==> config.mk <==
export PLATFORM = sky130hd
export DESIGN_NAME = overlay_mixer_flat
export DESIGN_NICKNAME = d
export VERILOG_FILES = /design/src/rtl/overlay_mixer_if.sv /design/src/rtl/overlay_mixer.sv /design/src/flat_wrapper.sv
export SDC_FILE = /design/constraint.sdc
export NUM_CORES = 1
export LEC_CHECK = 0
export ABC_AREA = 1
export CORE_MARGIN = 2
export CORE_UTILIZATION = 35
export DETAILED_ROUTE_END_ITERATION = 7
export PLACE_DENSITY = 0.63
export SLEW_MARGIN = 40
export SYNTH_ARGS = -nofsm -noshare
export SYNTH_HDL_FRONTEND = slang
export SYNTH_SLANG_ARGS = --single-unit
export TNS_END_PERCENT = 100
==> constraint.sdc <==
create_clock -name clk -period 1.88 [get_ports clk]
set_input_delay 0.376 -clock clk [delete_from_list [all_inputs] [get_ports clk]]
set_output_delay 0.376 -clock clk [all_outputs]
set_load 0.01 [all_outputs]
==> src/rtl/overlay_mixer_if.sv <==
// overlay_mixer_if: pixel-stream bundle between the overlay generators,
// the mixer and the VGA output stage.
//   master : drives the timing/coordinates, the three layers and blink_en;
//            receives the composited pixel, delayed coordinates and phase.
//   slave  : the mixer side (mirror of master).
interface overlay_mixer_if;
  // input side: timing, coordinates, layers, blink enables
  logic        valid;
  logic [10:0] vga_x;
  logic [9:0]  vga_y;
  logic [7:0]  l0_r, l0_g, l0_b;
  logic        l0_valid_px;
  logic [7:0]  l1_r, l1_g, l1_b;
  logic        l1_valid_px;
  logic [7:0]  l2_r, l2_g, l2_b;
  logic        l2_valid_px;
  logic [2:0]  blink_en;
  // output side: composited pixel, aligned coordinates, blink phase
  logic [7:0]  r, g, b;
  logic        valid_out;
  logic [10:0] out_x;
  logic [9:0]  out_y;
  logic        blink_phase;

  modport master (
    output valid, vga_x, vga_y,
           l0_r, l0_g, l0_b, l0_valid_px,
           l1_r, l1_g, l1_b, l1_valid_px,
           l2_r, l2_g, l2_b, l2_valid_px,
           blink_en,
    input  r, g, b, valid_out, out_x, out_y, blink_phase
  );

  modport slave (
    input  valid, vga_x, vga_y,
           l0_r, l0_g, l0_b, l0_valid_px,
           l1_r, l1_g, l1_b, l1_valid_px,
           l2_r, l2_g, l2_b, l2_valid_px,
           blink_en,
    output r, g, b, valid_out, out_x, out_y, blink_phase
  );
endinterface

==> src/rtl/overlay_mixer.sv <==
// overlay_mixer: priority compositor of three overlay layers over a fixed
// background, 2-stage registered pipeline, with frame-synchronous blinking.
//   clk   : pixel clock
//   reset : asynchronous, active-low
//   pix   : overlay_mixer_if.slave -- inputs valid/vga_x/vga_y, layers
//           l0..l2 (l0 highest priority), blink_en; outputs r/g/b,
//           valid_out/out_x/out_y (input delayed 2 clocks), blink_phase.
// BLINK_FRAMES: frames per blink half-period, legal range 1..255.
module overlay_mixer #(
  parameter int          BLINK_FRAMES = 30,
  parameter logic [23:0] BG_COLOR     = 24'h000000
) (
  input  logic           clk,
  input  logic           reset,
  overlay_mixer_if.slave pix
);
  localparam int          NUM_LAYERS = 3;
  localparam int          STAGES     = 2;
  localparam logic [7:0]  LAST_FRAME = 8'(BLINK_FRAMES - 1);

  typedef struct packed {
    logic [23:0] rgb;
    logic        vpx;
  } layer_t;

  typedef struct packed {
    logic [10:0] x;
    logic [9:0]  y;
  } coord_t;

  layer_t [NUM_LAYERS-1:0] l_in, l_s1;
  coord_t                  c_in, c_s1, c_s2;
  logic   [STAGES:0]       vld_pipe;
  logic   [NUM_LAYERS-1:0] eff;
  logic   [23:0]           sel, rgb_q;
  logic   [7:0]            frame_cnt;
  logic                    phase;
  logic   [NUM_LAYERS-1:0] blink_en_q;
  logic                    fs;

  assign l_in[0] = {pix.l0_r, pix.l0_g, pix.l0_b, pix.l0_valid_px};
  assign l_in[1] = {pix.l1_r, pix.l1_g, pix.l1_b, pix.l1_valid_px};
  assign l_in[2] = {pix.l2_r, pix.l2_g, pix.l2_b, pix.l2_valid_px};
  assign c_in    = {pix.vga_x, pix.vga_y};
  assign vld_pipe[0] = pix.valid;

  // Frame start is judged on the raw inputs so the phase/enable update lands
  // on the same edge that captures pixel (0,0) into stage 1: the whole new
  // frame sees the new phase, the old frame's tail never does.
  assign fs = pix.valid && (pix.vga_x == 11'd0) && (pix.vga_y == 10'd0);

  always_ff @(posedge clk or negedge reset) begin
    if (!reset) begin
      frame_cnt  <= '0;
      phase      <= 1'b0;
      blink_en_q <= '0;
    end else if (fs) begin
      blink_en_q <= pix.blink_en;
      if (frame_cnt == LAST_FRAME) begin
        frame_cnt <= '0;
        phase     <= ~phase;
      end else begin
        frame_cnt <= frame_cnt + 8'd1;
      end
    end
  end

  // Stage 1: free-running capture, no stall.
  always_ff @(posedge clk or negedge reset) begin
    if (!reset) begin
      l_s1 <= '0;
      c_s1 <= '0;
    end else begin
      l_s1 <= l_in;
      c_s1 <= c_in;
    end
  end

  always_ff @(posedge clk or negedge reset) begin
    if (!reset) vld_pipe[STAGES:1] <= '0;
    else        vld_pipe[STAGES:1] <= vld_pipe[STAGES-1:0];
  end

  // A layer is hidden while its latched blink enable is set during the
  // hidden phase.
  for (genvar i = 0; i < NUM_LAYERS; i++) begin : g_lane
    assign eff[i] = l_s1[i].vpx && !(blink_en_q[i] && phase);
  end

  // Walk lowest to highest priority so the last hit (layer 0) wins.
  always_comb begin
    sel = BG_COLOR;
    for (int i = NUM_LAYERS - 1; i >= 0; i--) begin
      if (eff[i]) sel = l_s1[i].rgb;
    end
    if (!vld_pipe[1]) sel = '0;
  end

  // Stage 2: output registers.
  always_ff @(posedge clk or negedge reset) begin
    if (!reset) begin
      rgb_q <= '0;
      c_s2  <= '0;
    end else begin
      rgb_q <= sel;
      c_s2  <= c_s1;
    end
  end

  assign pix.r           = rgb_q[23:16];
  assign pix.g           = rgb_q[15:8];
  assign pix.b           = rgb_q[7:0];
  assign pix.valid_out   = vld_pipe[STAGES];
  assign pix.out_x       = c_s2.x;
  assign pix.out_y       = c_s2.y;
  assign pix.blink_phase = phase;
endmodule
==> src/flat_wrapper.sv <==
// flat-port wrapper written by rule: the top's interface ports become plain ports
module overlay_mixer_flat 
#(
  parameter int          BLINK_FRAMES = 30,
  parameter logic [23:0] BG_COLOR     = 24'h000000
)
  (clk, reset, pix_valid, pix_vga_x, pix_vga_y, pix_l0_r, pix_l0_g, pix_l0_b, pix_l0_valid_px, pix_l1_r, pix_l1_g, pix_l1_b, pix_l1_valid_px, pix_l2_r, pix_l2_g, pix_l2_b, pix_l2_valid_px, pix_blink_en, pix_r, pix_g, pix_b, pix_valid_out, pix_out_x, pix_out_y, pix_blink_phase);
  overlay_mixer_if pix_i ();
  input  logic clk;
  input  logic reset;
  input wire logic [$bits(pix_i.valid)-1:0] pix_valid;
  input wire logic [$bits(pix_i.vga_x)-1:0] pix_vga_x;
  input wire logic [$bits(pix_i.vga_y)-1:0] pix_vga_y;
  input wire logic [$bits(pix_i.l0_r)-1:0] pix_l0_r;
  input wire logic [$bits(pix_i.l0_g)-1:0] pix_l0_g;
  input wire logic [$bits(pix_i.l0_b)-1:0] pix_l0_b;
  input wire logic [$bits(pix_i.l0_valid_px)-1:0] pix_l0_valid_px;
  input wire logic [$bits(pix_i.l1_r)-1:0] pix_l1_r;
  input wire logic [$bits(pix_i.l1_g)-1:0] pix_l1_g;
  input wire logic [$bits(pix_i.l1_b)-1:0] pix_l1_b;
  input wire logic [$bits(pix_i.l1_valid_px)-1:0] pix_l1_valid_px;
  input wire logic [$bits(pix_i.l2_r)-1:0] pix_l2_r;
  input wire logic [$bits(pix_i.l2_g)-1:0] pix_l2_g;
  input wire logic [$bits(pix_i.l2_b)-1:0] pix_l2_b;
  input wire logic [$bits(pix_i.l2_valid_px)-1:0] pix_l2_valid_px;
  input wire logic [$bits(pix_i.blink_en)-1:0] pix_blink_en;
  output wire logic [$bits(pix_i.r)-1:0] pix_r;
  output wire logic [$bits(pix_i.g)-1:0] pix_g;
  output wire logic [$bits(pix_i.b)-1:0] pix_b;
  output wire logic [$bits(pix_i.valid_out)-1:0] pix_valid_out;
  output wire logic [$bits(pix_i.out_x)-1:0] pix_out_x;
  output wire logic [$bits(pix_i.out_y)-1:0] pix_out_y;
  output wire logic [$bits(pix_i.blink_phase)-1:0] pix_blink_phase;
  assign pix_i.valid = pix_valid;
  assign pix_i.vga_x = pix_vga_x;
  assign pix_i.vga_y = pix_vga_y;
  assign pix_i.l0_r = pix_l0_r;
  assign pix_i.l0_g = pix_l0_g;
  assign pix_i.l0_b = pix_l0_b;
  assign pix_i.l0_valid_px = pix_l0_valid_px;
  assign pix_i.l1_r = pix_l1_r;
  assign pix_i.l1_g = pix_l1_g;
  assign pix_i.l1_b = pix_l1_b;
  assign pix_i.l1_valid_px = pix_l1_valid_px;
  assign pix_i.l2_r = pix_l2_r;
  assign pix_i.l2_g = pix_l2_g;
  assign pix_i.l2_b = pix_l2_b;
  assign pix_i.l2_valid_px = pix_l2_valid_px;
  assign pix_i.blink_en = pix_blink_en;
  assign pix_r = pix_i.r;
  assign pix_g = pix_i.g;
  assign pix_b = pix_i.b;
  assign pix_valid_out = pix_i.valid_out;
  assign pix_out_x = pix_i.out_x;
  assign pix_out_y = pix_i.out_y;
  assign pix_blink_phase = pix_i.blink_phase;
  overlay_mixer #(.BLINK_FRAMES(BLINK_FRAMES), .BG_COLOR(BG_COLOR)) u_core (.clk(clk), .reset(reset), .pix(pix_i));
endmodule
==> results.md, run 1 <==
* Post-DRT Antenna Nets at 0
* Met1 GRT Util at 19.9%
* Net Count, Synth at 506
* Root Driver: clkbuf_16
* Synthesis Warnings at 0
* DP Area at 6860 um2
* Cell variety after synth at 24
* Met2 global-route usage at 27.7%
* Gr ovfl total at 0
* Initial antenna violation count at 3
* Worst path slowest cell: clkdlybuf4s50_1
* Slew headroom at 71.7%
* Worst Path Buf+Inv at 1
* Met3 usage in global routing at 6.89%
* Unrepaired setup endpoints after global routing: false
* Hold WC Path Type: flip-flop to flip-flop
* CTS H-tree depth at 4
* Via count at 3600
* Yosys reg bits at 155
* Final setup violation count at 0
* Via density per instance at 4.74
* Fin. max-slew vios at 0
* Routed wire per std cell at 16.3 um
* Setup TNS at 0 ps
* Tot GR Track Use at 16.8%
* # clock sinks at 155
* CP delay by family, top: buffers and inverters
* Chip Width at 125 um
* Startpoint types: flip-flop
* Gate Count Post-Synth at 402
* Crit path kind: flip-flop to output pin
* Setup crit start: u_core.pix.blink_phase$_DFFE_PN0P_
* Post-route cell area at 7530 um2
* Initial core utilization at 35.5%
* Post-DP HPWL at 8.29 mm
* Fmax at 558 MHz
* Max FO, Critical Path at 6
* Most common cell after layout, fill and taps aside: dfrtp_1
* Leak at 0.00327 uW
* Period utilisation layout at 95.3%
* Worst path arrival time at 1410 ps
* Core area at 14400 um2
* Vias in the first global route at 3807
* Hold wc startpoint: u_core.c_s1[14]$_DFF_PN0_
* Share of cells above drive strength 1 at 8.71%
* Buffers on Ports at 148
* Post-Layout Cell Count at 760
* GR peak layer: met2
* Commonest non-fill, non-tap cells in the layout: dfrtp_1 (154), clkdlybuf4s50_1 (147), nand2_1 (57)
* Largest net degree at the start of global routing at 51
* Final wirelength at 12.4 mm
* Clock Latency Late Sink at 420 ps
* Clock skew at 8.69 ps
* Final hold violation count at 0
* TritonCTS clock tree: built
* Seq/Total Area, Yosys at 75.7%
* Req. time, crit path at 1500 ps
* Worst r2r src: u_core.pix.blink_phase$_DFFE_PN0P_
* Slowest cell delay on critical path at 580 ps
* Die ar. at 15600 um2
* Max rail drop VDD at 644 uV
* Critical path cell sequence: clkdlybuf4s50_1
* Max Cap Viol at 0
* Final RePlAce weighted congestion at 0.848
* Clock transition at path regs at 60 ps
* Number of CTS-inserted buffers at 17
* Setup ws final at 89.1 ps
* Residual DRC at 0
* Clock tree buffer depth at 2
* Synthesized cell area at 5120 um2
* Least-Margin Pin Slew at 425 ps
* Row count at 44
* Global-route wire length before repair at 20.2 mm
* Power per Cell Area at 1050 nW/um2
* I/O pin cnt at 149
* DRC violation total after the first TritonRoute iteration at 220
* Placed instance count at 725
* Area Growth Syn to Fin at 47.1%
* Die height at 125 um
* Place WS at 105 ps
* CP endpoint kind: output pin
* Period minus WS final at 1790 ps
* Syn_area_per_cell at 12.7 um2
* Nets at 665
* Router iterations before antenna repair at 5
* Status: complete, no violations
==> cells by family after synthesis <==
family / count (synthesis) / synth area share, %
AND/OR/NAND/NOR: 154 / 14.4
AO/OA/AOI/OAI: 54 / 5.91
flip-flops: 155 / 75.7
XOR/XNOR: 2 / 0.342
adder cells (fa/ha/maj): 2 / 0.489
buffers and inverters: 35 / 3.10
==> routing by layer <==
layer | part of all wire [%] | vias to the layer above
met3 | 7.4 | 7
met1 | 41 | 1784
met5 | 0.11 | -
li1 | - | 1684
met4 | 0.57 | 2
met2 | 51 | 123
==> flip-flops by register name, summed over array words and instances, names as in the netlist, 3 cells and up <==
register / flops
u_core.frame_cnt: 8
u_core.pix.out_y: 10
u_core.rgb_q: 24
u_core.c_s1: 21
u_core.l_s1: 75
u_core.blink_en_q: 3
u_core.pix.out_x: 11
==> synthesized netlist by cell type <==
cell      count  share of area [%]
nor2_8        1               0.39
buf_4         4               0.59
ha_1          2               0.49
dfrtp_1     155                 76
nand2_4       1               0.22
nand3_1      30                2.9
xor2_1        1               0.17
nand2_1      57                4.2
clkinv_1      1              0.073
nand2_2       2               0.24
clkbuf_1      4               0.29
o21bai_1      1               0.15
inv_1        16                1.2
nand3_2       1               0.20
nor2_2        4               0.49
o21ai_1       3               0.29
buf_2        10               0.98
a31oi_1      24                2.9
nand3b_1      2               0.29
nor3_1        2               0.20
nand4_1      27                3.3
nor2_1       27                2.0
o21ai_0      26                2.5
xnor2_1       1               0.17
==> metrics by stage <==
| stage | hold WS, ps | utilization (%) | total power (uW) |
|---|---|---|---|
| 6_report | 350 | 52.2 | 7930 |
| 5_1_grt | 355 | 52.2 | 8230 |
| 4_1_cts | 351 | 52.2 | 8020 |
| 3_5_place_dp | 319 | 47.5 | 4220 |
| 3_3_place_gp | 320 | 47.5 | 4220 |
| 2_1_floorplan | 80.4 | - | 3750 |
==> repair_timing <==
item | in CTS | in global routing
setup buffers | 0 | 0
hold endpoints to repair | 37 | 0
hold buffers | 1 | 0
gates resized for setup | 0 | 1
endpoints found under the setup margin | 0 | 1
==> cell type report <==
| type | count | area, um2 |
|---|---|---|
| clock inverters | 12 | 211 |
| diodes | 2 | 5.00 |
| flip-flops and latches | 155 | 3880 |
| clock buffers | 20 | 447 |
| multi-input cells | 212 | 1080 |
| well taps | 184 | 230 |
| inverters | 17 | 63.8 |
| fillers | 1249 | 6890 |
| repair buffers | 158 | 1610 |
==> where the power goes <==
| group | leakage (uW) | switching (uW) | internal (uW) |
|---|---|---|---|
| Clock | 0.000313 | 1360 | 2410 |
| Sequential | 0.00186 | 49.2 | 3500 |
| Combinational | 0.00110 | 259 | 349 |
==> path summary, 6_finish.rpt <==
path	end	slack (ps)	cells after the start
setup reg to reg	u_core.rgb_q[0]$_DFF_PN0_	420	4
hold / removal	u_core.pix.out_x[4]$_DFF_PN0_	350	0
hold reg to reg	u_core.pix.out_x[4]$_DFF_PN0_	350	0
setup / recovery	pix_blink_phase	90	1
max in group asynchronous	u_core.l_s1[50]$_DFF_PN0_	840	3
min in group asynchronous	u_core.pix.out_y[8]$_DFF_PN0_	440	2
No activity file was read; power rests on OpenSTA's default activity.
==> inputs of run 2 (changes only) <==
--- a/config.mk
+++ b/config.mk
@@ -10,6 +10,7 @@
 export CORE_UTILIZATION = 35
 export DETAILED_ROUTE_END_ITERATION = 7
 export PLACE_DENSITY = 0.63
+export SKIP_LAST_GASP = 1
 export SLEW_MARGIN = 40
 export SYNTH_ARGS = -nofsm -noshare
 export SYNTH_HDL_FRONTEND = slang
==> results of run 2 <==
Same layout as run 1: the final DEF is identical, and so are final timing and power.
==> inputs of run 3 (changes only) <==
--- a/config.mk
+++ b/config.mk
@@ -8,6 +8,7 @@
 export ABC_AREA = 1
 export CORE_MARGIN = 2
 export CORE_UTILIZATION = 35
+export CTS_CLUSTER_DIAMETER = 40
 export DETAILED_ROUTE_END_ITERATION = 7
 export PLACE_DENSITY = 0.63
 export SKIP_LAST_GASP = 1
==> results of run 3 <==
Same layout as run 1: the final DEF is identical, and so are final timing and power.
